$ cat config.mk
export PLATFORM = sky130hd
export DESIGN_NAME = desc_word_sender
export DESIGN_NICKNAME = d
export VERILOG_FILES = /design/src/rtl/desc_word_sender.sv
export SDC_FILE = /design/constraint.sdc
export NUM_CORES = 1
export LEC_CHECK = 0
export CORE_MARGIN = 3
export CORE_UTILIZATION = 59
export DETAILED_ROUTE_END_ITERATION = 8
export GPL_TIMING_DRIVEN = 0
export PLACE_DENSITY = 0.76
export SLEW_MARGIN = 20
export SYNTH_ARGS = -nofsm -noshare
export SYNTH_HDL_FRONTEND = slang
export SYNTH_SLANG_ARGS = --single-unit
$ cat constraint.sdc
create_clock -name clk -period 8.2 [get_ports clk]
set_clock_uncertainty 0.1 [all_clocks]
set_input_delay 1.64 -clock clk [delete_from_list [all_inputs] [get_ports clk]]
set_output_delay 1.64 -clock clk [all_outputs]
set_load 0.03 [all_outputs]
$ cat src/rtl/desc_word_sender.sv
// desc_word_sender
//
// Transmit side of the descriptor-load handshake that feeds the NCC
// processing-element grid. Each start command sends exactly one descriptor
// of WORDS_PER_DESC 32-bit words. The steps are:
//   - Accept a raw 8-bit pixel stream.
//   - Pack 4 pixels per word, with the first pixel in [31:24].
//   - Buffer the words in a small FIFO.
//   - Present the words one at a time with a ready/taken handshake.
//
// Build option:
//   DESC_ZERO_CLAMP_EN - when defined, a 0x00 pixel is packed as 0x01, so the
//                        downstream log2 never sees zero. When undefined,
//                        pixels are packed verbatim.
//
// Ports:
//   clk              clock
//   rst              asynchronous active-high reset
//   start            one-cycle pulse, begins a descriptor (honoured only when idle)
//   pix_in[7:0]      descriptor pixel
//   pix_valid        pix_in valid
//   pix_ready        pixel accepted when pix_valid & pix_ready
//   desc_data_out    packed word to the grid loader
//   desc_data_ready  desc_data_out valid, awaiting take
//   desc_data_taken  one-cycle pulse from the loader, consumes the current word
//   word_row[3:0]    row index of the word on desc_data_out
//   word_col[1:0]    column group of the word on desc_data_out
//   busy             descriptor transfer in progress
//   desc_done        one-cycle pulse after the last word is taken
//
// FSM states:
//   IDLE   | waiting for start
//   STREAM | accepting and packing pixels
//   DRAIN  | all pixels accepted, waiting for the loader to take the remaining words
//   DONE   | last word taken; desc_done pulse, counters cleared

module desc_word_sender #(
    parameter int WORDS_PER_DESC = 64,
    parameter int FIFO_DEPTH     = 4
) (
    input  logic        clk,
    input  logic        rst,
    input  logic        start,
    input  logic [7:0]  pix_in,
    input  logic        pix_valid,
    output logic        pix_ready,
    output logic [31:0] desc_data_out,
    output logic        desc_data_ready,
    input  logic        desc_data_taken,
    output logic [3:0]  word_row,
    output logic [1:0]  word_col,
    output logic        busy,
    output logic        desc_done
);

    localparam int PIX_TOTAL = 4 * WORDS_PER_DESC;
    localparam int PC_W      = $clog2(PIX_TOTAL + 1);
    localparam int WC_W      = ($clog2(WORDS_PER_DESC) > 6) ? $clog2(WORDS_PER_DESC) : 6;
    localparam int PTR_W     = $clog2(FIFO_DEPTH);
    localparam int OCC_W     = $clog2(FIFO_DEPTH + 1);

    typedef enum logic [1:0] {IDLE, STREAM, DRAIN, DONE} state_t;

    state_t            state;
    logic [1:0]        lane;
    logic [23:0]       pack;
    logic [PC_W-1:0]   pix_cnt;
    logic [WC_W-1:0]   word_cnt;

    logic [31:0]       fifo_mem [FIFO_DEPTH];
    logic [PTR_W-1:0]  wr_ptr;
    logic [PTR_W-1:0]  rd_ptr;
    logic [OCC_W-1:0]  occ;
    logic              gap;

    logic              fifo_full;
    logic              take;
    logic              pix_acc;
    logic              push;
    logic              last_pix;
    logic              last_take;
    logic [7:0]        pix_val;

`ifdef DESC_ZERO_CLAMP_EN
    assign pix_val = (pix_in == 8'h00) ? 8'h01 : pix_in;
`else
    assign pix_val = pix_in;
`endif

    assign fifo_full       = (occ == OCC_W'(FIFO_DEPTH));
    // The cycle after a take is forced low so that the loader's single LOAD
    // cycle cannot consume the same word twice.
    assign desc_data_ready = (occ != '0) && !gap;
    assign take            = desc_data_taken && desc_data_ready;
    // A take in the same cycle frees a slot, so a full FIFO can still accept.
    assign pix_ready       = (state == STREAM) && (!fifo_full || take);
    assign pix_acc         = pix_valid && pix_ready;
    assign push            = pix_acc && (lane == 2'd3);
    assign last_pix        = (pix_cnt == PC_W'(PIX_TOTAL - 1));
    assign last_take       = take && (word_cnt == WC_W'(WORDS_PER_DESC - 1));

    assign desc_data_out   = desc_data_ready ? fifo_mem[rd_ptr] : 32'h0;
    assign word_col        = word_cnt[1:0];
    assign word_row        = word_cnt[5:2];

    always_ff @(posedge clk or posedge rst) begin
        if (rst) begin
            state     <= IDLE;
            busy      <= 1'b0;
            desc_done <= 1'b0;
            lane      <= 2'd0;
            pack      <= 24'h0;
            pix_cnt   <= '0;
            word_cnt  <= '0;
        end else begin
            desc_done <= 1'b0;

            if (pix_acc) begin
                lane    <= lane + 2'd1;
                pix_cnt <= pix_cnt + PC_W'(1);
                case (lane)
                    2'd0:    pack[23:16] <= pix_val;
                    2'd1:    pack[15:8]  <= pix_val;
                    2'd2:    pack[7:0]   <= pix_val;
                    default: ;
                endcase
            end

            if (take) begin
                word_cnt <= word_cnt + WC_W'(1);
            end

            case (state)
                IDLE: begin
                    if (start) begin
                        state <= STREAM;
                        busy  <= 1'b1;
                    end
                end
                STREAM: begin
                    if (pix_acc && last_pix) begin
                        state <= DRAIN;
                    end
                end
                DRAIN: begin
                    if (last_take) begin
                        state     <= DONE;
                        desc_done <= 1'b1;
                        word_cnt  <= '0;
                        pix_cnt   <= '0;
                        lane      <= 2'd0;
                    end
                end
                DONE: begin
                    state <= IDLE;
                    busy  <= 1'b0;
                end
                default: state <= IDLE;
            endcase
        end
    end

    // Word FIFO. Pushes are gated by pix_ready, so a push never hits a full FIFO.
    always_ff @(posedge clk or posedge rst) begin
        if (rst) begin
            for (int i = 0; i < FIFO_DEPTH; i++) begin
                fifo_mem[i] <= 32'h0;
            end
            wr_ptr <= '0;
            rd_ptr <= '0;
            occ    <= '0;
            gap    <= 1'b0;
        end else begin
            gap <= take;
            if (push) begin
                fifo_mem[wr_ptr] <= {pack, pix_val};
                wr_ptr           <= wr_ptr + PTR_W'(1);
            end
            if (take) begin
                rd_ptr <= rd_ptr + PTR_W'(1);
            end
            if (push && !take) begin
                occ <= occ + OCC_W'(1);
            end else if (!push && take) begin
                occ <= occ - OCC_W'(1);
            end
        end
    end

endmodule

==> results.cfg, run 1 <==
[global_route]
grt-ovfl-total = 0
grt_usage = 0.223
grt_max_degree = 117
first_global_vias = 5199
grt_pass1_wl_mm = 27.4
antenna_found_initial = 0

[place]
place_congestion = 0.767
dp.cells = 781
place_area_um2 = 9140
dpl.hpwl_mm = 10.5
numPortBuffers = 54

[sta]
rsz0062_at_grt = no
finalSetupViolCount = 0
slew_viol_final = 0
post-route-min-period_ps = 4990
finalCritPeriodShare = 0.609
worst_pin_slew_ps = 709
final-hold-violation-count = 0
setup_tns_ps = 0
timing.hold.ws_ps = 401
slew_headroom = 0.528
max_freq_mhz = 200

[worst_hold_path]
min_path_cells = 1
hp-class = flop to flop

[final_layout]
fin_area_um2 = 9800
n_antenna_cell = 0
fill_cells = 898
final_nets = 654
drive_gt1_frac = 0.388
regArea_um2 = 4530
syn2layout_area_growth_pct = 17.4
multi_input_area_um2 = 3550
stdcell_count = 812

[power]
pwr-share-comb = 0.320
p_per_area_nw_per_um2 = 339
power_frac_seq = 0.408
finalPower_uw = 3320
p_leak_uw = 0.00463
sw_frac_of_total = 0.316
vdd_drop_max_v = 0.000178
internal-power_uw = 2270
switching_power_uw = 1050
pwr-share-clk = 0.272

[route]
drc = 0
vias_per_cell = 5.79
first_iter_violations = 324
antenna_left = 0
wirelength_mm = 16.2
wl_per_cell_um = 19.9
vias = 4699
dr.pass1.iters = 5

[clock_network]
clock_path_buffers = 2
ctsResizeCount = 0
clockRootBuffer = clkbuf_16
cts_hold_buf = 0
clock_latency_ps = 420
h-tree-depth = 4
cts_setup_buffers = 0
cts_sinks = 181
cts_tree = done
clk_pin_slew_ps = 60
cts_buffers = 17

[floorplanning]
coreArea_um2 = 13600
io-pin-count = 55
chipWidth_um = 125
dieHeight_um = 125
fp.dieArea_um2 = 15600
start_util = 0.616
num_rows = 42

[setup_path]
r2r_cells = 13
start_kind = primary input
critical_path_arrival_ps = 3250
critPathCaptureType = output pin
path_class = primary input to output pin
worstPathRequired_ps = 6460
cp_max_fo = 10

[synthesis]
syn_avg_cell_area_um2 = 15.2
synthCells = 550
synth_nets = 580
ys_seq_area_frac = 0.543
ys_warn_count = 0
netlist_area_um2 = 8350
synth.ff_latch_count = 181
synth_cell_types = 40

[run]
cap_violations = 0

[run_status]
status = finished, final reports clean
==> routing by layer <==
metal	up-vias	track usage	share of wire
li1	2128	-	-
met1	2485	0.314	0.46
met2	69	0.358	0.50
met3	17	0.0435	0.028
met4	0	0.0676	0.013
met5	-	0	0
==> critical path, cell delays in order <==
cell and delay, ps:
clkdlybuf4s50_1 540, nand2b_4 60, buf_6 140, a21boi_0 170
clkdlybuf4s50_1 700
==> cells in the final DEF, fill, tap and decap left out, types with 3 or more instances in the layout <==
cell type        synthesis  routed
dfrtp_1                181     181
mux2_2                 151     151
clkdlybuf4s50_1          0      54
and2_1                  33      33
mux4_2                  32      32
clkbuf_16                0      17
ha_1                    16      16
inv_1                   16      15
nor2_1                  15      15
buf_6                   13      13
nand2_1                 12      12
xnor2_1                 12      12
clkbuf_1                 7       9
buf_2                    5       5
a211oi_1                 5       5
clkbuf_8                 1       5
bufinv_16                0       5
nand4_1                  4       4
nand3_4                  4       4
o21ai_0                  4       4
mux2_4                   4       4
nand2_2                  3       3
xor2_1                   3       3
mux2i_1                  3       3
a21oi_1                  3       3
==> sequential cells by signal, indices dropped and copies added, names as in the netlist <==
signal     flops
lane           2
rd_ptr         2
word_cnt       6
busy           1
state          2
desc_done      1
fifo_mem     128
pix_cnt        9
occ            3
wr_ptr         2
gap            1
pack          24
==> final timing paths <==
kind / from / slack (ps) / end
worst min-delay path: fifo_mem[25]$_DFFE_PP0P_ / 400 / fifo_mem[25]$_DFFE_PP0P_
worst max register to register: state[1]$_DFFE_PP0P_ / 5240 / occ[2]$_DFFE_PP0P_
worst min register to register: fifo_mem[25]$_DFFE_PP0P_ / 400 / fifo_mem[25]$_DFFE_PP0P_
max in group asynchronous: rst / 5560 / fifo_mem[46]$_DFFE_PP0P_
worst max-delay path: desc_data_taken / 3210 / pix_ready
min in group asynchronous: rst / 1540 / fifo_mem[90]$_DFFE_PP0P_
==> power groups by stage <==
stage	Combinational (µW)	Sequential [µW]	Clock, µW
after floorplan	767	1330	0
final	1060	1360	902
after global placement	1040	1350	0
after global routing	1160	1400	950
after CTS	1080	1360	914
after detailed placement	1070	1370	0
==> cell usage after synthesis <==
master | instances | area [µm²]
or3_1 | 2 | 12.5
nand3_1 | 2 | 10.0
nor2_1 | 15 | 56.3
a222oi_1 | 1 | 10.0
and2b_1 | 1 | 7.51
dfrtp_1 | 181 | 4530
o31ai_1 | 2 | 15.0
a211o_1 | 1 | 8.76
nor3_1 | 1 | 5.00
o21ai_0 | 4 | 20.0
o211ai_1 | 1 | 7.51
mux2_2 | 151 | 1700
buf_6 | 13 | 146
or4_1 | 1 | 7.51
a21o_1 | 2 | 15.0
buf_2 | 5 | 25.0
o221ai_1 | 1 | 8.76
ha_1 | 16 | 200
a21boi_0 | 1 | 7.51
a21oi_1 | 3 | 15.0
nor3b_4 | 1 | 18.8
mux2_4 | 4 | 60.1
nand2b_4 | 1 | 13.8
nand3_4 | 4 | 70.1
fa_1 | 1 | 20.0
nand2_2 | 3 | 18.8
and4_1 | 2 | 17.5
clkbuf_1 | 7 | 26.3
clkbuf_8 | 1 | 13.8
mux2i_1 | 3 | 30.0
xnor2_1 | 12 | 105
nand2_1 | 12 | 45.0
a211oi_1 | 5 | 37.5
o21a_1 | 1 | 7.51
mux4_2 | 32 | 721
a21oi_4 | 1 | 16.3
and2_1 | 33 | 206
inv_1 | 16 | 60.1
nand4_1 | 4 | 25.0
xor2_1 | 3 | 26.3
==> layout make-up <==
| class | instances | area share |
|---|---|---|
| flip-flops and latches | 181 | 0.462 |
| multi-input cells | 327 | 0.362 |
| repair buffers | 55 | 0.0580 |
| clock buffers | 23 | 0.0498 |
| well taps | 176 | 0.0225 |
| plain buffers | 26 | 0.0216 |
| clock inverters | 8 | 0.0174 |
| inverters | 16 | 0.00689 |
==> cells by family (layout without fill, tap and decap cells) <==
group	after synthesis	count (layout)	synth area share
mux	190	190	0.301
flops	181	181	0.543
simple gates	82	82	0.0616
buf+inv	42	128	0.0325
compound gates	23	23	0.0202
fa+ha+maj	17	17	0.0264
xor+xnor	15	15	0.0157
==> through the flow <==
step	util	setup WS (ps)
floorplan	-	1540
global placement	0.672	-401
detailed placement	0.674	3240
CTS	0.723	3220
global route	0.723	3080
finish	0.723	3210
No activity file was read; power rests on OpenSTA's default activity.
==> run 2, diff against run 1 <==
- clock period: 8.2 -> 4.7 ns (I/O delays scaled with it)
==> run 2 against run 1 <==
Critical path depth unchanged; die area unchanged; sequential share of layout area decreased by 0.19 points; sequential power increased by 74%; final cell count increased by 0.62%; critical path type is now flop to output pin; highest routed layer unchanged.
==> results.cfg, run 2 (same netlist as run 1, synthesis figures left out) <==
[run_status]
status = finished, final reports clean

[final_layout]
layout_common_cells = 181 x dfrtp_1, 151 x mux2_2, 54 x clkdlybuf4s50_1
largest-register = fifo_mem
reg_top3 = fifo_mem (128), pack (24), pix_cnt (9)
final_nets = 659
drive_gt1_frac = 0.393
n_antenna_cell = 0
stdcell_count = 817
regArea_um2 = 4530
largest_reg_flops = 128
layout_commonest_cell = dfrtp_1
syn2layout_area_growth_pct = 17.9
fill_cells = 874
multi_input_area_um2 = 3550

[sta]
finalCritPeriodShare = 0.832
slew_headroom = 0.501
worst_pin_slew_ps = 749
setup_tns_ps = 0
max_freq_mhz = 256
rsz0062_at_grt = no
finalSetupViolCount = 0
post-route-min-period_ps = 3910
slew_viol_final = 0
final-hold-violation-count = 0

[setup_path]
cp-startpoint = rd_ptr[1]$_DFFE_PP0P_
r2r_end = occ[2]$_DFFE_PP0P_
path_common_cell = clkbuf_1
critical_path_arrival_ps = 2870
cp_max_fo = 10
worstPathRequired_ps = 3660
r2r_start = state[1]$_DFFE_PP0P_
r2r_cells = 13
start_kind = flop
endpoint = desc_data_out[19]
crit_slowest_cell = clkbuf_1
critPathMaxStageDelay_ps = 620
path_class = flop to output pin
crit_chain = clkbuf_1, clkbuf_1, mux4_2, and2_1, clkdlybuf4s50_1
critPathCaptureType = output pin
r2r_setup_slack_ps = 1750

[floorplanning]
io-pin-count = 55
start_util = 0.616
fp.dieArea_um2 = 15600
num_rows = 42
coreArea_um2 = 13600
dieHeight_um = 125
chipWidth_um = 125

[place]
dpl.hpwl_mm = 11.2
numPortBuffers = 54
dp.cells = 786
place_congestion = 0.739

[clock_network]
cts_buffers = 17
h-tree-depth = 4
cts_setup_buffers = 0
clk_pin_slew_ps = 60
clock_latency_ps = 420
clock_path_buffers = 2
cts_tree = done
clockRootBuffer = clkbuf_16
ctsResizeCount = 0
cts_hold_buf = 0
cts_sinks = 181

[route]
vias_per_cell = 5.83
antenna_left = 0
dr.pass1.iters = 4
vias = 4763
wl_per_cell_um = 20.6
first_iter_violations = 222
wirelength_mm = 16.8
drc = 0

[power]
switching_power_uw = 1840
sw_frac_of_total = 0.325
internal-power_uw = 3810
p_per_area_nw_per_um2 = 574
pwr-share-clk = 0.249
pwr-share-comb = 0.332
power_frac_seq = 0.420
p_leak_uw = 0.00464
vdd_drop_max_v = 0.000353

[global_route]
antenna_found_initial = 0
grt_usage = 0.229
grt-ovfl-total = 0
grt_max_degree = 37
first_global_vias = 5159
grt_pass1_wl_mm = 27.9

[run]
cap_violations = 0

[worst_hold_path]
hp-class = flop to flop
==> run 2: changes by cell type in the layout (fill, tap and decap cells not counted), sizes merged <==
cell / previous run / this run
buf: 19 / 24
bufinv: 5 / 2
clkinv: 1 / 4
clkinvlp: 2 / 3
inv: 16 / 15
==> run 2: worst min path at each step <==
stage,start,endpoint,slack [ps],cells past startpoint
after detailed placement,fifo_mem[32]$_DFFE_PP0P_,fifo_mem[32]$_DFFE_PP0P_,390,1
after global placement,fifo_mem[61]$_DFFE_PP0P_,fifo_mem[61]$_DFFE_PP0P_,380,1
after floorplan,fifo_mem[32]$_DFFE_PP0P_,fifo_mem[32]$_DFFE_PP0P_,370,1
after global routing,fifo_mem[18]$_DFFE_PP0P_,fifo_mem[18]$_DFFE_PP0P_,410,1
after CTS,fifo_mem[18]$_DFFE_PP0P_,fifo_mem[18]$_DFFE_PP0P_,400,1
final,fifo_mem[32]$_DFFE_PP0P_,fifo_mem[32]$_DFFE_PP0P_,400,1
==> run 2: worst max-delay path, delay by kind of cell, from the launching register on <==
family | cells | cell delay [ps]
flip-flops | 1 | 330
AND/OR/NAND/NOR | 1 | 180
buffers and inverters | 3 | 1510
multiplexers | 1 | 420
==> run 2: routing by layer <==
metal,track usage,wire [µm]
met4,0.0714,286
met3,0.0482,540
met5,0,0
met2,0.369,8310
met1,0.317,7690
==> run 2: area by class of cell <==
cell class              count  area share
inverters                  16     0.00648
flip-flops and latches    181       0.460
clock inverters             8      0.0100
repair buffers             60      0.0694
well taps                 176      0.0224
multi-input cells         327       0.360
plain buffers              26      0.0215
clock buffers              23      0.0496
==> run 2: per-stage QoR <==
stage / instance area [µm²] / total power [µW] / setup WS (ps) / hold WS [ps] / util
floorplan: 8350 / 3670 / 1340 / 374 / -
global placement: 9110 / 4160 / 26.6 / 381 / 0.672
detailed placement: 9250 / 4280 / 1000 / 387 / 0.683
CTS: 9840 / 5700 / 774 / 402 / 0.726
global route: 9840 / 5960 / 638 / 408 / 0.726
finish: 9840 / 5650 / 792 / 401 / 0.726
==> run 2: power groups by stage <==
stage	clock network, µW	logic (µW)	registers [µW]
finish	1400	1870	2370
global route	1500	2020	2440
CTS	1430	1910	2370
detailed placement	0	1890	2390
global placement	0	1810	2350
floorplan	0	1340	2330
==> run 3, diff against run 2 <==
- CORE_UTILIZATION: 59 -> 53
- PLACE_DENSITY: 0.76 -> 0.72
- clock period: 4.7 -> 3.2 ns (I/O delays scaled with it)
==> run 3 against run 2 <==
Cell area increased by 0.78%; sequential power increased by 47%; count of clock-buffer cells in the layout decreased by 5; via count decreased by 1.4%; register-to-register slack got worse by 1500 ps; worst hold slack about the same; total power increased by 50%.
==> results.cfg, run 3 (same netlist as run 1, synthesis figures left out) <==
[route]
drc = 0
dr.pass1.iters = 4
first_iter_violations = 211
wirelength_mm = 16.5
antenna_left = 0
vias = 4697
vias_per_cell = 5.50
wl_per_cell_um = 19.3

[setup_path]
path_class = flop to output pin
cp_max_fo = 5
start_kind = flop
crit_buf_inv = 3
critical_path_arrival_ps = 2330
crit_chain = nor3_2, nor2_2, buf_4, buf_4, and2_1, clkdlybuf4s50_1
crit_slowest_cell = clkdlybuf4s50_1
critPathMaxStageDelay_ps = 590
worstPathRequired_ps = 2460
crit_family = buffers and inverters
critPathCaptureType = output pin
path_common_cell = buf_4

[final_layout]
n_antenna_cell = 0
stdcell_count = 854
reg_top3 = fifo_mem (128), pack (24), pix_cnt (9)
layout_commonest_cell = dfrtp_1
final_nets = 660
fill_cells = 1143
syn2layout_area_growth_pct = 18.8
largest-register = fifo_mem
finalCoreUtilization = 0.648
layout_common_cells = 181 x dfrtp_1, 151 x mux2_2, 33 x and2_1
drive_gt1_frac = 0.411
largest_reg_flops = 128

[clock_network]
cts_tree = done
cts_sinks = 181
h-tree-depth = 4
clockRootBuffer = clkbuf_16
cts_hold_buf = 0
clock_latency_ps = 430
clock_path_buffers = 2
cts_buffers = 17
clk_pin_slew_ps = 70

[place]
numPortBuffers = 54
place_congestion = 0.771
dp.cells = 820
dpl.hpwl_mm = 11.0
place_ws_ps = -165

[sta]
slew_viol_final = 0
final-hold-violation-count = 0
setup_ws_ps = 129
post-route-min-period_ps = 3070
slew_headroom = 0.579
finalCritPeriodShare = 0.960
rsz0062_at_grt = no
finalSetupViolCount = 0
worst_pin_slew_ps = 629
max_freq_mhz = 326

[global_route]
grt_pass1_wl_mm = 27.5
grt_max_degree = 36
first_global_vias = 5142
grt-ovfl-total = 0
grt_usage = 0.205
antenna_found_initial = 0

[floorplanning]
num_rows = 45
fp.dieArea_um2 = 17300
io-pin-count = 55
start_util = 0.545
dieHeight_um = 131
chipWidth_um = 131
coreArea_um2 = 15300

[worst_hold_path]
hp-class = flop to flop

[run]
cap_violations = 0

[run_status]
status = finished, final reports clean

[power]
p_per_area_nw_per_um2 = 853
p_leak_uw = 0.00483
vdd_drop_max_v = 0.000527
[run 3: final cells by class]
type	count	area, µm²	area share
plain buffers	26	246	0.0249
well taps	211	264	0.0266
inverters	16	63.8	0.00643
multi-input cells	327	3550	0.358
flip-flops and latches	181	4530	0.457
repair buffers	61	622	0.0627
clock inverters	14	209	0.0211
clock buffers	18	429	0.0433
[run 3: what timing repair did]
item,CTS,global route
buffers inserted,2,0
pin swaps,1,0
gates cloned,0,0
hold endpoints to repair,0,0
resized for setup,47,1
setup endpoints to repair,33,1
[run 3: worst paths after layout]
path,slack (ps),from,cells after the start,to
max in group asynchronous,1450,rst,5,fifo_mem[76]$_DFFE_PP0P_
min reg2reg,400,fifo_mem[63]$_DFFE_PP0P_,1,fifo_mem[63]$_DFFE_PP0P_
min,400,fifo_mem[63]$_DFFE_PP0P_,1,fifo_mem[63]$_DFFE_PP0P_
min in group asynchronous,530,rst,2,fifo_mem[88]$_DFFE_PP0P_
max,130,occ[0]$_DFFE_PP0P_,6,desc_data_out[0]
max reg2reg,230,state[1]$_DFFE_PP0P_,13,occ[2]$_DFFE_PP0P_
[run 3: through the flow]
stage,cell area (µm²),setup TNS [ps],power (µW),hold WS [ps]
after floorplan,8350,0,5390,374
after global placement,9160,-209920,6120,381
after detailed placement,9260,-264,6270,387
after CTS,9910,0,8560,402
after global routing,9920,0,8950,406
final,9920,0,8460,401
[run 3: layer usage]
layer | part of all wire | vias up | GRT usage | wire length (µm)
li1 | - | 2137 | - | -
met1 | 0.46 | 2482 | 0.280 | 7530
met2 | 0.51 | 63 | 0.334 | 8320
met3 | 0.027 | 15 | 0.0452 | 450
met4 | 0.0097 | 0 | 0.0589 | 160
met5 | 0 | - | 0 | 0
[run 3: report_power, final]
| group | internal (µW) | switching, µW |
|---|---|---|
| Sequential | 2950 | 524 |
| Clock | 1380 | 876 |
| Combinational | 1410 | 1320 |
